<file path="config.mk">
export PLATFORM = sky130hd
export DESIGN_NAME = hazard_control_unit_flat
export DESIGN_NICKNAME = d
export VERILOG_FILES = /design/src/rtl/hazard_control_unit_if.sv /design/src/rtl/hazard_control_unit.sv /design/src/flat_wrapper.sv
export SDC_FILE = /design/constraint.sdc
export NUM_CORES = 1
export LEC_CHECK = 0
export ABC_AREA = 0
export BUFFER_PORTS_ARGS = -buffer_cell sky130_fd_sc_hd__clkbuf_2
export CORE_ASPECT_RATIO = 1.5
export CORE_MARGIN = 5
export CORE_UTILIZATION = 25
export CTS_CLUSTER_SIZE = 16
export DETAILED_ROUTE_END_ITERATION = 7
export GPL_TIMING_DRIVEN = 0
export PLACE_DENSITY = 0.55
export SLEW_MARGIN = 20
export SYNTH_ARGS = -nofsm -noshare
export SYNTH_HDL_FRONTEND = slang
export SYNTH_SLANG_ARGS = --single-unit
</file>
<file path="constraint.sdc">
create_clock -name Clk -period 3.16 [get_ports Clk]
set_input_delay 0.158 -clock Clk [delete_from_list [all_inputs] [get_ports Clk]]
set_output_delay 0.158 -clock Clk [all_outputs]
set_load 0.02 [all_outputs]
</file>
<file path="src/rtl/hazard_control_unit_if.sv">
// Hazard-control bundle between the pipeline datapath and the sequencing controller.
// The datapath side (master) supplies hazard sources; the controller side (slave) returns enables.
interface hazard_control_unit_if #(
  parameter int unsigned CNT_W = 16
);
  logic [4:0]       ID_rs;
  logic [4:0]       ID_rt;
  logic             ID_UsesRt;
  logic             ID_EX_MemRead;
  logic [4:0]       ID_EX_rd;
  logic             EX_BranchTaken;
  logic             EX_MulStart;
  logic             PCWrite;
  logic             IF_ID_Write;
  logic             IF_ID_Flush;
  logic             ID_EX_Write;
  logic             ID_EX_Flush;
  logic             Busy;
  logic [CNT_W-1:0] StallCount;
  logic [CNT_W-1:0] FlushCount;

  modport master (
    output ID_rs, ID_rt, ID_UsesRt, ID_EX_MemRead, ID_EX_rd, EX_BranchTaken, EX_MulStart,
    input  PCWrite, IF_ID_Write, IF_ID_Flush, ID_EX_Write, ID_EX_Flush, Busy,
           StallCount, FlushCount
  );

  modport slave (
    input  ID_rs, ID_rt, ID_UsesRt, ID_EX_MemRead, ID_EX_rd, EX_BranchTaken, EX_MulStart,
    output PCWrite, IF_ID_Write, IF_ID_Flush, ID_EX_Write, ID_EX_Flush, Busy,
           StallCount, FlushCount
  );
endinterface

</file>
<file path="src/rtl/hazard_control_unit.sv">
// Five-stage pipeline sequencing controller: load-use bubbles, taken-branch squash,
// multi-cycle EX freeze, and saturating stall/flush counters.
module hazard_control_unit #(
  parameter int unsigned MUL_LATENCY = 4,
  parameter int unsigned CNT_W       = 16
) (
  input logic                   Clk,
  input logic                   Rst,
  hazard_control_unit_if.slave  hz
);

  localparam int unsigned     CW       = 8;
  localparam logic [CW-1:0]   CNT_LOAD = CW'(MUL_LATENCY - 2);
  localparam logic [CNT_W-1:0] CNT_MAX = {CNT_W{1'b1}};

  typedef enum logic {
    RUN   = 1'b0,
    MULTI = 1'b1
  } state_e;

  state_e            state_q, state_d;
  logic [CW-1:0]     cnt_q, cnt_d;
  logic              busy_q, busy_d;
  logic [CNT_W-1:0]  stall_count_q, stall_count_d;
  logic [CNT_W-1:0]  flush_count_q, flush_count_d;

  logic pc_write, if_id_write, if_id_flush, id_ex_write, id_ex_flush;
  logic flush_evt;
  logic load_use;

  // A load writing r0 never produces a usable value, so it cannot stall.
  assign load_use = hz.ID_EX_MemRead && (hz.ID_EX_rd != 5'd0) &&
                    ((hz.ID_EX_rd == hz.ID_rs) ||
                     (hz.ID_UsesRt && (hz.ID_EX_rd == hz.ID_rt)));

  // Next-state and zero-latency enable decode.
  always_comb begin
    state_d     = state_q;
    cnt_d       = cnt_q;
    pc_write    = 1'b1;
    if_id_write = 1'b1;
    if_id_flush = 1'b0;
    id_ex_write = 1'b1;
    id_ex_flush = 1'b0;
    flush_evt   = 1'b0;

    if (!Rst) begin
      // Fill the pipeline with NOPs while reset is held.
      pc_write    = 1'b0;
      if_id_write = 1'b0;
      if_id_flush = 1'b1;
      id_ex_flush = 1'b1;
      state_d     = RUN;
      cnt_d       = '0;
    end else begin
      unique case (state_q)
        RUN: begin
          if (hz.EX_MulStart) begin
            pc_write    = 1'b0;
            if_id_write = 1'b0;
            id_ex_write = 1'b0;
            cnt_d       = CNT_LOAD;
            state_d     = MULTI;
          end else if (hz.EX_BranchTaken) begin
            // Squash wrong path; a coincident load-use belongs to the wrong path too.
            if_id_flush = 1'b1;
            id_ex_flush = 1'b1;
            flush_evt   = 1'b1;
          end else if (load_use) begin
            pc_write    = 1'b0;
            if_id_write = 1'b0;
            id_ex_flush = 1'b1;
          end
        end
        MULTI: begin
          pc_write    = 1'b0;
          if_id_write = 1'b0;
          id_ex_write = 1'b0;
          if (cnt_q == '0) begin
            state_d = RUN;
          end else begin
            cnt_d = cnt_q - CW'(1);
          end
        end
        default: state_d = RUN;
      endcase
    end
  end

  // Registered status and saturating performance counters.
  always_comb begin
    busy_d        = (state_d == MULTI);
    stall_count_d = stall_count_q;
    flush_count_d = flush_count_q;
    if (!pc_write && (stall_count_q != CNT_MAX)) begin
      stall_count_d = stall_count_q + CNT_W'(1);
    end
    if (flush_evt && (flush_count_q != CNT_MAX)) begin
      flush_count_d = flush_count_q + CNT_W'(1);
    end
  end

  always_ff @(posedge Clk) begin
    if (!Rst) begin
      state_q       <= RUN;
      cnt_q         <= '0;
      busy_q        <= 1'b0;
      stall_count_q <= '0;
      flush_count_q <= '0;
    end else begin
      state_q       <= state_d;
      cnt_q         <= cnt_d;
      busy_q        <= busy_d;
      stall_count_q <= stall_count_d;
      flush_count_q <= flush_count_d;
    end
  end

  assign hz.PCWrite     = pc_write;
  assign hz.IF_ID_Write = if_id_write;
  assign hz.IF_ID_Flush = if_id_flush;
  assign hz.ID_EX_Write = id_ex_write;
  assign hz.ID_EX_Flush = id_ex_flush;
  assign hz.Busy        = busy_q;
  assign hz.StallCount  = stall_count_q;
  assign hz.FlushCount  = flush_count_q;

endmodule

</file>
<file path="src/flat_wrapper.sv">
// flat-port wrapper written by rule: the top's interface ports become plain ports
module hazard_control_unit_flat 
#(
  parameter int unsigned MUL_LATENCY = 4,
  parameter int unsigned CNT_W       = 16
)
  (Clk, Rst, hz_ID_rs, hz_ID_rt, hz_ID_UsesRt, hz_ID_EX_MemRead, hz_ID_EX_rd, hz_EX_BranchTaken, hz_EX_MulStart, hz_PCWrite, hz_IF_ID_Write, hz_IF_ID_Flush, hz_ID_EX_Write, hz_ID_EX_Flush, hz_Busy, hz_StallCount, hz_FlushCount);
  hazard_control_unit_if #(.CNT_W(CNT_W)) hz_i ();
  input logic Clk;
  input logic Rst;
  input wire logic [$bits(hz_i.ID_rs)-1:0] hz_ID_rs;
  input wire logic [$bits(hz_i.ID_rt)-1:0] hz_ID_rt;
  input wire logic [$bits(hz_i.ID_UsesRt)-1:0] hz_ID_UsesRt;
  input wire logic [$bits(hz_i.ID_EX_MemRead)-1:0] hz_ID_EX_MemRead;
  input wire logic [$bits(hz_i.ID_EX_rd)-1:0] hz_ID_EX_rd;
  input wire logic [$bits(hz_i.EX_BranchTaken)-1:0] hz_EX_BranchTaken;
  input wire logic [$bits(hz_i.EX_MulStart)-1:0] hz_EX_MulStart;
  output wire logic [$bits(hz_i.PCWrite)-1:0] hz_PCWrite;
  output wire logic [$bits(hz_i.IF_ID_Write)-1:0] hz_IF_ID_Write;
  output wire logic [$bits(hz_i.IF_ID_Flush)-1:0] hz_IF_ID_Flush;
  output wire logic [$bits(hz_i.ID_EX_Write)-1:0] hz_ID_EX_Write;
  output wire logic [$bits(hz_i.ID_EX_Flush)-1:0] hz_ID_EX_Flush;
  output wire logic [$bits(hz_i.Busy)-1:0] hz_Busy;
  output wire logic [$bits(hz_i.StallCount)-1:0] hz_StallCount;
  output wire logic [$bits(hz_i.FlushCount)-1:0] hz_FlushCount;
  assign hz_i.ID_rs = hz_ID_rs;
  assign hz_i.ID_rt = hz_ID_rt;
  assign hz_i.ID_UsesRt = hz_ID_UsesRt;
  assign hz_i.ID_EX_MemRead = hz_ID_EX_MemRead;
  assign hz_i.ID_EX_rd = hz_ID_EX_rd;
  assign hz_i.EX_BranchTaken = hz_EX_BranchTaken;
  assign hz_i.EX_MulStart = hz_EX_MulStart;
  assign hz_PCWrite = hz_i.PCWrite;
  assign hz_IF_ID_Write = hz_i.IF_ID_Write;
  assign hz_IF_ID_Flush = hz_i.IF_ID_Flush;
  assign hz_ID_EX_Write = hz_i.ID_EX_Write;
  assign hz_ID_EX_Flush = hz_i.ID_EX_Flush;
  assign hz_Busy = hz_i.Busy;
  assign hz_StallCount = hz_i.StallCount;
  assign hz_FlushCount = hz_i.FlushCount;
  hazard_control_unit #(.MUL_LATENCY(MUL_LATENCY), .CNT_W(CNT_W)) u_core (.Clk(Clk), .Rst(Rst), .hz(hz_i));
endmodule
</file>
# [Yosys cells after proc, flatten, opt, wreduce, memory -nomap -nowiden]
# Index checks and enable logic that the tools add are counted.
# W data, S select, Z words.
[classes] add_sub_neg=3 n_eq_ne=6 n_mux=24 n_bitwise=1 n_reduce_logical=10
[ops] cell="$add A16 B1 Y16 const B" count=2
[ops] cell="$ne A16 B16 Y1 const B" count=2
[ops] cell="$mux W1" count=18
[ops] cell="$mux W8" count=2
[ops] cell="$pmux W8 S2" count=1
[ops] cell="$eq A5 B5 Y1" count=2
[ops] cell="$logic_not A8 Y1" count=1
[ops] cell="$sub A8 B1 Y8 const B" count=1
[ops] cell="$pmux W1 S2" count=3
[ops] cell="$logic_and A1 B1 Y1" count=5
[ops] cell="$reduce_bool A5 Y1" count=1
[ops] cell="$ne A2 B2 Y1 const B" count=2
[ops] cell="$reduce_and A2 Y1" count=1
[ops] cell="$logic_not A1 Y1" count=1
[ops] cell="$logic_or A1 B1 Y1" count=1
[ops] cell="$not A1 Y1" count=1
[word_totals] regBits=41 wordCells=48

# [Depth between registers and ports, before layout]
# Gate-level depths: netlist of the first run.
[depth] word_depth=11 mapped_depth=9 depth_no_buf=8

# [Worst setup path after synthesis of the first run]
# No wires, ideal clock.
[synth_path] path_type="register -> register" start="register u_core.stall_count_q[0], in the netlist u_core.hz.StallCount[0]" end="register u_core.stall_count_q[1], in the netlist u_core.hz.StallCount[1]" t_arrival_ns=1.896 required_ns=3.032 slack_ns=1.137 path_stages_with_launch=10 path_buffers=2 period_less_slack_ns=2.023 path_cell_list="dfxtp_1 ha_1 nand3_1 nor4_1 nor3_1 a21oi_4 buf_6 buf_8 mux2i_1 nor2_1"
[synth_between] elab_chain_cells=2
[synth_rtl] element="from (decl)" line="hazard_control_unit.sv:24" text="logic [CNT_W-1:0] stall_count_q, stall_count_d;"
[synth_rtl] element="from (signal assigned)" line="hazard_control_unit.sv:114" text="stall_count_q <= stall_count_d;"
[synth_rtl] element="branches (longest 2 deep; another with $add A16 B1 Y16)"
# Parallel ways; which one is timed is not known.
# A chain may end at the register's enable or synchronous reset.

# [Final worst setup path of the first run]
# Ends and elaborated chain as after synthesis.

==> results of run 1 <==
-- kinds of logic (layout without fill, tap and decap cells) --
logic type | count (synthesis) | count (layout)
AOI/OAI and AO/OA | 42 | 42
xor gates and xnor gates | 28 | 28
adders and majority gates | 3 | 3
buffers and inverters | 15 | 80
DFF | 41 | 41
muxes | 5 | 5
and+or+nand+nor | 115 | 115
-- worst paths after layout --
| kind | start | end | depth (start not counted) |
|---|---|---|---|
| hold / removal | hz_EX_MulStart | u_core.cnt_q[3] | 4 |
| setup reg to reg | u_core.hz.StallCount[0] | u_core.hz.StallCount[1] | 9 |
| hold reg to reg | u_core.cnt_q[2] | u_core.cnt_q[2] | 2 |
| setup / recovery | u_core.hz.StallCount[0] | u_core.hz.StallCount[1] | 9 |
-- layer usage --
| layer | part of all wire | wire [um] |
|---|---|---|
| met5 | 0 | 0 |
| met4 | 0.018 | 97 |
| met3 | 0.052 | 280 |
| met2 | 0.51 | 2790 |
| met1 | 0.42 | 2270 |
-- sequential cells by signal (all words and copies together) (netlist names) --
signal and count:
u_core.hz.FlushCount 16, u_core.hz.StallCount 16, u_core.cnt_q 8, u_core.hz.Busy 1
-- where the power goes --
part	total, mW	internal, mW	switching, mW
combinational	0.235	0.0996	0.135
sequential	0.582	0.549	0.0336
clock	0.508	0.310	0.197
-- stage by stage --
stage	worst slack (ns)	hold slack, ns	cell area, sq um	instances
4_1_cts	0.718	0.434	2670	421
5_1_grt	0.561	0.495	2670	421
3_3_place_gp	0.780	0.460	2530	414
3_5_place_dp	0.742	0.464	2530	414
6_report	0.755	0.449	2670	421
2_1_floorplan	1.14	0.445	2100	249
-- worst max-delay path, delay by kind of cell (launching register included) --
kind | cells | cell delay (ns)
AND/OR/NAND/NOR | 4 | 0.72
buffers and inverters | 2 | 0.34
multiplexers | 1 | 0.18
flip-flops | 1 | 0.42
adder cells (fa/ha/maj) | 1 | 0.28
AO/OA/AOI/OAI | 1 | 0.32
-- final cells by class --
| type | instances | area, sq um | share of cell area |
|---|---|---|---|
| multi-input combinational | 193 | 1200 | 0.451 |
| buffer | 9 | 57.6 | 0.0215 |
| timing repair buffer | 58 | 290 | 0.109 |
| sequential | 41 | 821 | 0.307 |
| inverter | 6 | 22.5 | 0.00843 |
| clock buffer | 7 | 143 | 0.0534 |
| tap | 107 | 134 | 0.0501 |
-- cells in the final DEF, fill, tap and decap left out, types with 3 or more instances in the layout --
cell,count
a21oi_1,15
and2_1,3
and3_1,8
clkbuf_1,6
clkbuf_16,5
clkbuf_2,58
dfxtp_1,41
ha_1,3
inv_1,6
mux2i_1,5
nand2_1,22
nand2b_1,4
nand3_1,21
nand4_1,6
nor2_1,23
nor3_1,5
nor4_1,4
o21a_1,3
o21ai_0,4
o21ai_1,7
o31ai_1,4
or3_1,7
or4_1,5
xnor2_1,17
xor2_1,11
==> run_results.csv, run 1 <==
group,metric,value,unit
outcome,outcome,"complete, no violations",
logic_synthesis,synth-edff-count,0,
global_routing,met2_usage,0.195,
timing,rsz0062_at_grt,"no",
detailed_routing,drc,0,
global_routing,antenna_found_initial,0,
detailed_routing,first_pass_iters,4,
worst_setup_path,cp-end-kind,"register",
clock_network,clkTransAtPathRegs,0.06,ns
logic_synthesis,yosysTopAreaCell,"dfxtp_1",
global_routing,grtUsageMet3,0.0235,
detailed_routing,drt_iter0_markers,29,
worst_setup_path,slowest_stage,"dfxtp_1",
detailed_routing,dr_total_vias,1979,
timing,period_needed,2.41,ns
global_routing,grt_util_all_layers,0.107,
logic_synthesis,synth.most_common_cell,"dfxtp_1",
logic_synthesis,synthArstFlopShare,0,
logic_synthesis,synth_seq_cells,41,
global_routing,use_met1,0.119,
timing,period_share,0.761,
timing,tightest_slew,0.662,ns
floorplanning,io_pins,59,
detailed_routing,wl_per_cell,12.9,um
floorplanning,start_util,0.253,
clock_network,cts_htree_levels,2,
place,place.port_buffers,58,
logic_synthesis,synthAdderAreaFrac,0.0178,
cells_and_area,area_growth,26.9,%
timing,finalHoldViolations,0,
logic_synthesis,synth_top_cells_by_area,"dfxtp_1 39%, xnor2_1 7.1%, nand3_1 5.0%",
cells_and_area,layout-drive-gt1-share,0.229,
detailed_routing,viasPerCell,4.70,
logic_synthesis,avgSynthCellArea,8.45,sq um
logic_synthesis,synth_area,2100,sq um
cells_and_area,fin_nets,338,
floorplanning,die_w,84.9,um
timing,finalMaxSlewViolations,0,
global_routing,grt_max_degree,12,
logic_synthesis,synth_cells,249,
hold_path,min_path_type,"input port to register",
worst_setup_path,cp_max_fo,10,
logic_synthesis,synth-compound-area-share,0.128,
logic_synthesis,synth.area.mux_share,0.0238,
timing,maxSlewHeadroom,0.554,
job,maxCapViolations,0,
timing,tns,0,ns
worst_setup_path,arrival,2.56,ns
logic_synthesis,synthXorXnorAreaFrac,0.117,
detailed_routing,wl,5430,um
detailed_routing,detail-route-antenna-nets,0,
logic_synthesis,synthSimpleGateAreaFrac,0.285,
clock_network,tritoncts,"done",
floorplanning,die-area,10400,sq um
pwr,leakagePower,1.06,nW
clock_network,clk_latency,0.28,ns
global_routing,grt_busiest_layer,"met2",
place,place_hpwl,4160,um
timing,skew,0.00646,ns
floorplanning,std_cell_rows,41,
logic_synthesis,synth_common_cells,"41 x dfxtp_1, 23 x nor2_1, 22 x nand2_1",
worst_setup_path,critical-path-max-stage-delay,0.42,ns
logic_synthesis,synth_cell_types,43,
logic_synthesis,synth-seq-area-share,0.390,
pwr,power.density,496,nW/um^2
timing,clock.fmax,416,MHz
clock_network,cts_setup_buffers,0,
worst_setup_path,worstPathRequired,3.32,ns
clock_network,clockRootBuffer,"clkbuf_16",
global_routing,grt_first_pass_wirelength,9030,um
pwr,total_power,1.32,mW
floorplanning,dieHeight,122,um
clock_network,cts_resized,0,
logic_synthesis,ys_warn_count,0,
floorplanning,coreArea,8310,sq um
worst_setup_path,crit_type,"register to register",
global_routing,globalRouteOverflowTotal,0,
place,gp_congestion,0.763,
clock_network,cts_hold_buf,0,
clock_network,clock_path_buffers,2,
global_routing,grt_pass1_vias,1954,
worst_setup_path,crit_path_start_kind,"register",
logic_synthesis,synth_top_family_by_area,"simple AND/OR/NAND/NOR gates",
logic_synthesis,syn_nets,273,
logic_synthesis,ys.flop_type,"dfxtp_1",
timing,setup_viol,0,
worst_setup_path,path_cells,"ha_1 -> nand3_1 -> nor4_1 -> nor3_1 -> a21oi_4 -> buf_6 -> buf_8 -> mux2i_1 -> nor2_1",
clock_network,numCtsBuffers,5,
cells_and_area,fill_cells,921,
cells_and_area,fin_util,0.321,
logic_synthesis,yosysTopAreaCellShare,0.390,
worst_setup_path,ff2ff_setup_slack,0.75,ns
clock_network,cts.sinks,41,
cells_and_area,antenna_cells,0,
pwr,vdd_ir_drop_max,0.229,mV
(Power assumes the default switching activity.)
==> inputs of run 2 (changes only) <==
--- a/config.mk
+++ b/config.mk
@@ -13,7 +13,7 @@
 export CTS_CLUSTER_SIZE = 16
 export DETAILED_ROUTE_END_ITERATION = 7
 export GPL_TIMING_DRIVEN = 0
-export PLACE_DENSITY = 0.55
+export PLACE_DENSITY = 0.57
 export SLEW_MARGIN = 20
 export SYNTH_ARGS = -nofsm -noshare
 export SYNTH_HDL_FRONTEND = slang
==> constraint.sdc (replaced) <==
create_clock -name Clk -period 2.2 [get_ports Clk]
set_input_delay 0.11 -clock Clk [delete_from_list [all_inputs] [get_ports Clk]]
set_output_delay 0.11 -clock Clk [all_outputs]
set_load 0.02 [all_outputs]
==> run 2 against run 1 <==
Effect of this change:
- clock power rose by 37%
- die area stayed put
- cell area increased by 0.98%
- count of clock-buffer cells in the layout increased by 1
- flip-flop and latch count stayed put
- combinational power increased by 49%
- non-clock buffer count increased by 1
- largest cell class unchanged
==> run_results.csv, run 2 (synthesis results as in run 1) <==
group,metric,value,unit
detailed_routing,detail-route-antenna-nets,0,
worst_setup_path,r2r-end,"u_core.hz.StallCount[14]",
clock_network,clkTransAtPathRegs,0.06,ns
worst_setup_path,worstPathRequired,2.38,ns
pwr,total_power,1.88,mW
timing,finalHoldViolations,0,
hold_path,hold_depth,4,
floorplanning,coreArea,8310,sq um
place,place_hpwl,4110,um
timing,clock.fmax,486,MHz
detailed_routing,drc,0,
worst_setup_path,timing.rr.start,"u_core.hz.StallCount[3]",
timing,setup_viol,0,
global_routing,globalRouteOverflowTotal,0,
detailed_routing,first_pass_iters,4,
detailed_routing,dr_total_vias,2010,
floorplanning,die-area,10400,sq um
clock_network,numCtsBuffers,5,
clock_network,cts_htree_levels,2,
cells_and_area,multi_input_area,1230,sq um
timing,period_share,0.935,
detailed_routing,viasPerCell,4.75,
clock_network,clock_path_buffers,2,
hold_path,hold_path.startpoint,"hz_EX_MulStart",
cells_and_area,fill_cells,912,
timing,tightest_slew,0.668,ns
worst_setup_path,crit_type,"register to register",
cells_and_area,fin_nets,339,
pwr,vdd_ir_drop_max,0.313,mV
timing,skew,0.00682,ns
clock_network,clk_latency,0.28,ns
cells_and_area,register_area,821,sq um
hold_path,hold_path_end,"u_core.cnt_q[3]",
floorplanning,std_cell_rows,41,
timing,period_needed,2.06,ns
detailed_routing,drt_iter0_markers,55,
floorplanning,dieHeight,122,um
global_routing,grt_pass1_vias,1982,
floorplanning,start_util,0.253,
timing,finalMaxSlewViolations,0,
cells_and_area,final_common_cell,"clkbuf_2",
place,place.port_buffers,58,
global_routing,grt_util_all_layers,0.107,
place,gp_congestion,0.794,
worst_setup_path,cp_max_fo,7,
clock_network,cts.sinks,41,
worst_setup_path,reg2reg_depth,6,
floorplanning,io_pins,59,
timing,rsz0062_at_grt,"no",
cells_and_area,mostFrequentLayoutCells,"58 x clkbuf_2, 41 x dfxtp_1, 23 x nor2_1",
worst_setup_path,cp-end-kind,"register",
worst_setup_path,arrival,2.23,ns
cells_and_area,layout-drive-gt1-share,0.237,
detailed_routing,wl,5350,um
pwr,power.density,698,nW/um^2
cells_and_area,antenna_cells,0,
global_routing,grt_first_pass_wirelength,9100,um
worst_setup_path,ff2ff_setup_slack,0.14,ns
outcome,outcome,"complete, no violations",
clock_network,tritoncts,"done",
global_routing,grt_max_degree,12,
worst_setup_path,crit_path_start_kind,"register",
clock_network,cts_hold_buf,0,
cells_and_area,area_growth,28.2,%
detailed_routing,wl_per_cell,12.7,um
hold_path,min_path_type,"input port to register",
place,dp.cells,414,
pwr,leakagePower,1.07,nW
job,maxCapViolations,0,
timing,maxSlewHeadroom,0.550,
floorplanning,die_w,84.9,um
clock_network,clockRootBuffer,"clkbuf_16",
cells_and_area,final_cells,423,
global_routing,antenna_found_initial,0,
## run 2: per-stage QoR
stage	cell area [sq um]	setup slack [ns]	utilization	setup TNS, ns	hold slack, ns
2_1_floorplan	2100	0.177	-	0	0.403
3_3_place_gp	2530	-0.203	0.304	-1.17	0.464
3_5_place_dp	2530	-0.176	0.304	-0.956	0.468
4_1_cts	2680	0.0423	0.322	0	0.386
5_1_grt	2700	0.00537	0.325	0	0.455
6_report	2700	0.143	0.325	0	0.406
## run 2: cell type report
cell class / instances / share of cell area
buffer: 9 / 0.0213
clock buffer: 8 / 0.0506
inverter: 6 / 0.00835
multi-input combinational: 193 / 0.455
sequential: 41 / 0.304
tap: 107 / 0.0496
timing repair buffer: 59 / 0.110
## run 2: report_power, final
part | leakage (nW) | internal (mW) | switching [mW] | total (mW)
Clock | 0.0652 | 0.422 | 0.275 | 0.697
Combinational | 0.677 | 0.147 | 0.202 | 0.349
Sequential | 0.332 | 0.788 | 0.0492 | 0.837
Total | 1.07 | 1.36 | 0.526 | 1.88
## run 2: timing repair
item / CTS / global route
pin swaps: 1 / 0
buffers inserted: 1 / 0
setup endpoints to repair: 14 / 14
resized for setup: 1 / 3
## run 2: worst max-delay path by stage
stage / end / slack [ns] / cells after the start / from
finish: u_core.hz.StallCount[14] / 0.14 / 6 / u_core.hz.StallCount[3]
floorplan: u_core.hz.StallCount[1] / 0.18 / 9 / u_core.hz.StallCount[0]
CTS: u_core.cnt_q[7] / 0.04 / 8 / u_core.cnt_q[0]
global route: u_core.hz.FlushCount[5] / 0.005 / 7 / u_core.hz.FlushCount[0]
detailed placement: u_core.hz.StallCount[1] / -0.18 / 9 / u_core.hz.StallCount[0]
global placement: u_core.hz.StallCount[1] / -0.20 / 9 / u_core.hz.StallCount[0]
## run 2: metal layers
| layer | vias up | global-route usage | wire (um) |
|---|---|---|---|
| li1 | 1016 | - | - |
| met4 | 0 | 0.0455 | 106 |
| met5 | - | 0 | 0 |
| met1 | 926 | 0.117 | 2230 |
| met3 | 8 | 0.0282 | 277 |
| met2 | 60 | 0.194 | 2740 |
## run 2: critical path: stages, from the launching register on
cell and delay, ns:
dfxtp_1 0.45, nand4_2 0.23, or2_1 0.26, buf_2 0.15
or4_4 0.52, o21a_1 0.18, o21a_1 0.17
==> inputs of run 3 (changes only) <==
--- a/config.mk
+++ b/config.mk
@@ -7,13 +7,15 @@
 export LEC_CHECK = 0
 export ABC_AREA = 0
 export BUFFER_PORTS_ARGS = -buffer_cell sky130_fd_sc_hd__clkbuf_2
+export CELL_PAD_IN_SITES_DETAIL_PLACEMENT = 1
+export CELL_PAD_IN_SITES_GLOBAL_PLACEMENT = 1
 export CORE_ASPECT_RATIO = 1.5
 export CORE_MARGIN = 5
 export CORE_UTILIZATION = 25
 export CTS_CLUSTER_SIZE = 16
 export DETAILED_ROUTE_END_ITERATION = 7
 export GPL_TIMING_DRIVEN = 0
-export PLACE_DENSITY = 0.57
+export PLACE_DENSITY = 0.69
 export SLEW_MARGIN = 20
 export SYNTH_ARGS = -nofsm -noshare
 export SYNTH_HDL_FRONTEND = slang
==> run 3 against run 2 <==
Effect of this change:
- non-clock buffer count grew 1
- cell area grew 1.3%
- sequential share of layout area shrank 0.19 points
==> run_results.csv, run 3 (synthesis results as in run 1) <==
group,metric,value,unit
global_routing,grt_pass1_vias,2186,
timing,setup_viol,0,
floorplanning,die_w,84.9,um
cells_and_area,fin_nets,340,
clock_network,tritoncts,"done",
timing,period_needed,2.09,ns
clock_network,clockRootBuffer,"clkbuf_16",
timing,period_share,0.948,
worst_setup_path,cp_max_fo,7,
place,gp_congestion,0.736,
worst_setup_path,crit_path_frequent_cell,"o21a_1",
floorplanning,die-area,10400,sq um
timing,finalWorstSetupSlack,0.114,ns
place,place_hpwl,4720,um
global_routing,grt_util_all_layers,0.124,
worst_setup_path,crit_path_start_kind,"register",
worst_setup_path,critical-path-max-stage-delay,0.52,ns
pwr,vdd_ir_drop_max,0.279,mV
worst_setup_path,path_cells,"nand4_2 -> or2_1 -> buf_2 -> or4_4 -> o21a_1 -> o21a_1",
floorplanning,coreArea,8310,sq um
timing,rsz0062_at_grt,"no",
clock_network,numCtsBuffers,5,
timing,maxSlewHeadroom,0.590,
cells_and_area,final_common_cell,"clkbuf_2",
detailed_routing,drc,0,
job,maxCapViolations,0,
clock_network,cts.sinks,41,
detailed_routing,detail-route-antenna-nets,0,
detailed_routing,viasPerCell,4.90,
clock_network,cts_htree_levels,2,
detailed_routing,dr_total_vias,2072,
outcome,outcome,"complete, no violations",
detailed_routing,drt_iter0_markers,73,
worst_setup_path,crit_type,"register to register",
timing,finalHoldViolations,0,
global_routing,grt_max_degree,12,
clock_network,clk_latency,0.29,ns
cells_and_area,mostFrequentLayoutCells,"58 x clkbuf_2, 39 x dfxtp_1, 23 x nor2_1",
clock_network,cts_hold_buf,0,
pwr,total_power,1.93,mW
clock_network,clock_path_buffers,2,
worst_setup_path,arrival,2.27,ns
global_routing,antenna_found_initial,0,
detailed_routing,wl,6100,um
floorplanning,io_pins,59,
worst_setup_path,slowest_stage,"or4_4",
cells_and_area,final_cells,423,
global_routing,grt_first_pass_wirelength,10200,um
place,dp_slack,-0.272,ns
hold_path,min_path_type,"input port to register",
clock_network,clkTransAtPathRegs,0.06,ns
timing,finalMaxSlewViolations,0,
place,place.port_buffers,58,
worst_setup_path,cp-end-kind,"register",
timing,hold_ws,0.376,ns
cells_and_area,layout-drive-gt1-share,0.253,
timing,skew,0.00610,ns
timing,clock.fmax,479,MHz
floorplanning,std_cell_rows,41,
pwr,leakagePower,1.09,nW
pwr,power.density,707,nW/um^2
cells_and_area,area_growth,29.8,%
global_routing,globalRouteOverflowTotal,0,
timing,tightest_slew,0.608,ns
detailed_routing,first_pass_iters,4,
cells_and_area,fin_util,0.329,
cells_and_area,antenna_cells,0,
worst_setup_path,worstPathRequired,2.38,ns
place,dp.cells,414,
detailed_routing,wl_per_cell,14.4,um
floorplanning,start_util,0.253,
floorplanning,dieHeight,122,um
[run 3: cell types whose count changed in the layout (fill, tap and decap cells not counted)]
| cell | delta |
|---|---|
| buf_4 | +1 |
| clkbuf_1 | -2 |
| clkbuf_8 | +1 |
| dfxtp_1 | -2 |
| dfxtp_2 | +1 |
| dfxtp_4 | +1 |
| ha_2 | -1 |
| ha_4 | +1 |
| nor3_1 | -1 |
| nor3_2 | +1 |
[run 3: timing repair]
action                     in CTS  in global routing
setup buffers                   1                  1
pin swaps                       1                  1
resized for setup               2                  7
setup endpoints to repair      16                  6
[run 3: through the flow]
step / area, sq um / TNS (ns)
after floorplan: 2100 / 0
after global placement: 2530 / -1.20
after detailed placement: 2530 / -2.40
after CTS: 2690 / 0
after global routing: 2730 / 0
final: 2730 / 0
[run 3: per-layer routing]
metal	global-route usage	wire length (um)
met1	0.125	2330
met2	0.233	3350
met3	0.0316	294
met4	0.0604	138
met5	0	0
[run 3: final timing paths]
path / startpoint / end / slack [ns] / depth (start not counted)
max reg2reg: u_core.hz.StallCount[3] / u_core.hz.StallCount[14] / 0.11 / 6
min: hz_EX_MulStart / u_core.cnt_q[7] / 0.38 / 4
max: u_core.hz.StallCount[3] / u_core.hz.StallCount[14] / 0.11 / 6
min reg2reg: u_core.cnt_q[2] / u_core.cnt_q[2] / 0.48 / 2
[run 3: worst max-delay path, delay by kind of cell, from the launching register on]
family          cells  cell delay (ns)
simple gates        3             1.01
flops               1             0.45
compound gates      2             0.35
buf+inv             1             0.16
[run 3: final cells by class]
class                      count  area [sq um]
multi-input combinational    193          1240
fill                        1030          5580
timing repair buffer          60           305
clock buffer                   7           143
sequential                    41           826
tap                          107           134
inverter                       6          22.5
buffer                         9          57.6
[run 3: power by group]
part | internal [mW] | total, mW | switching, mW
clock network | 0.445 | 0.734 | 0.289
logic | 0.152 | 0.356 | 0.204
registers | 0.790 | 0.841 | 0.0513
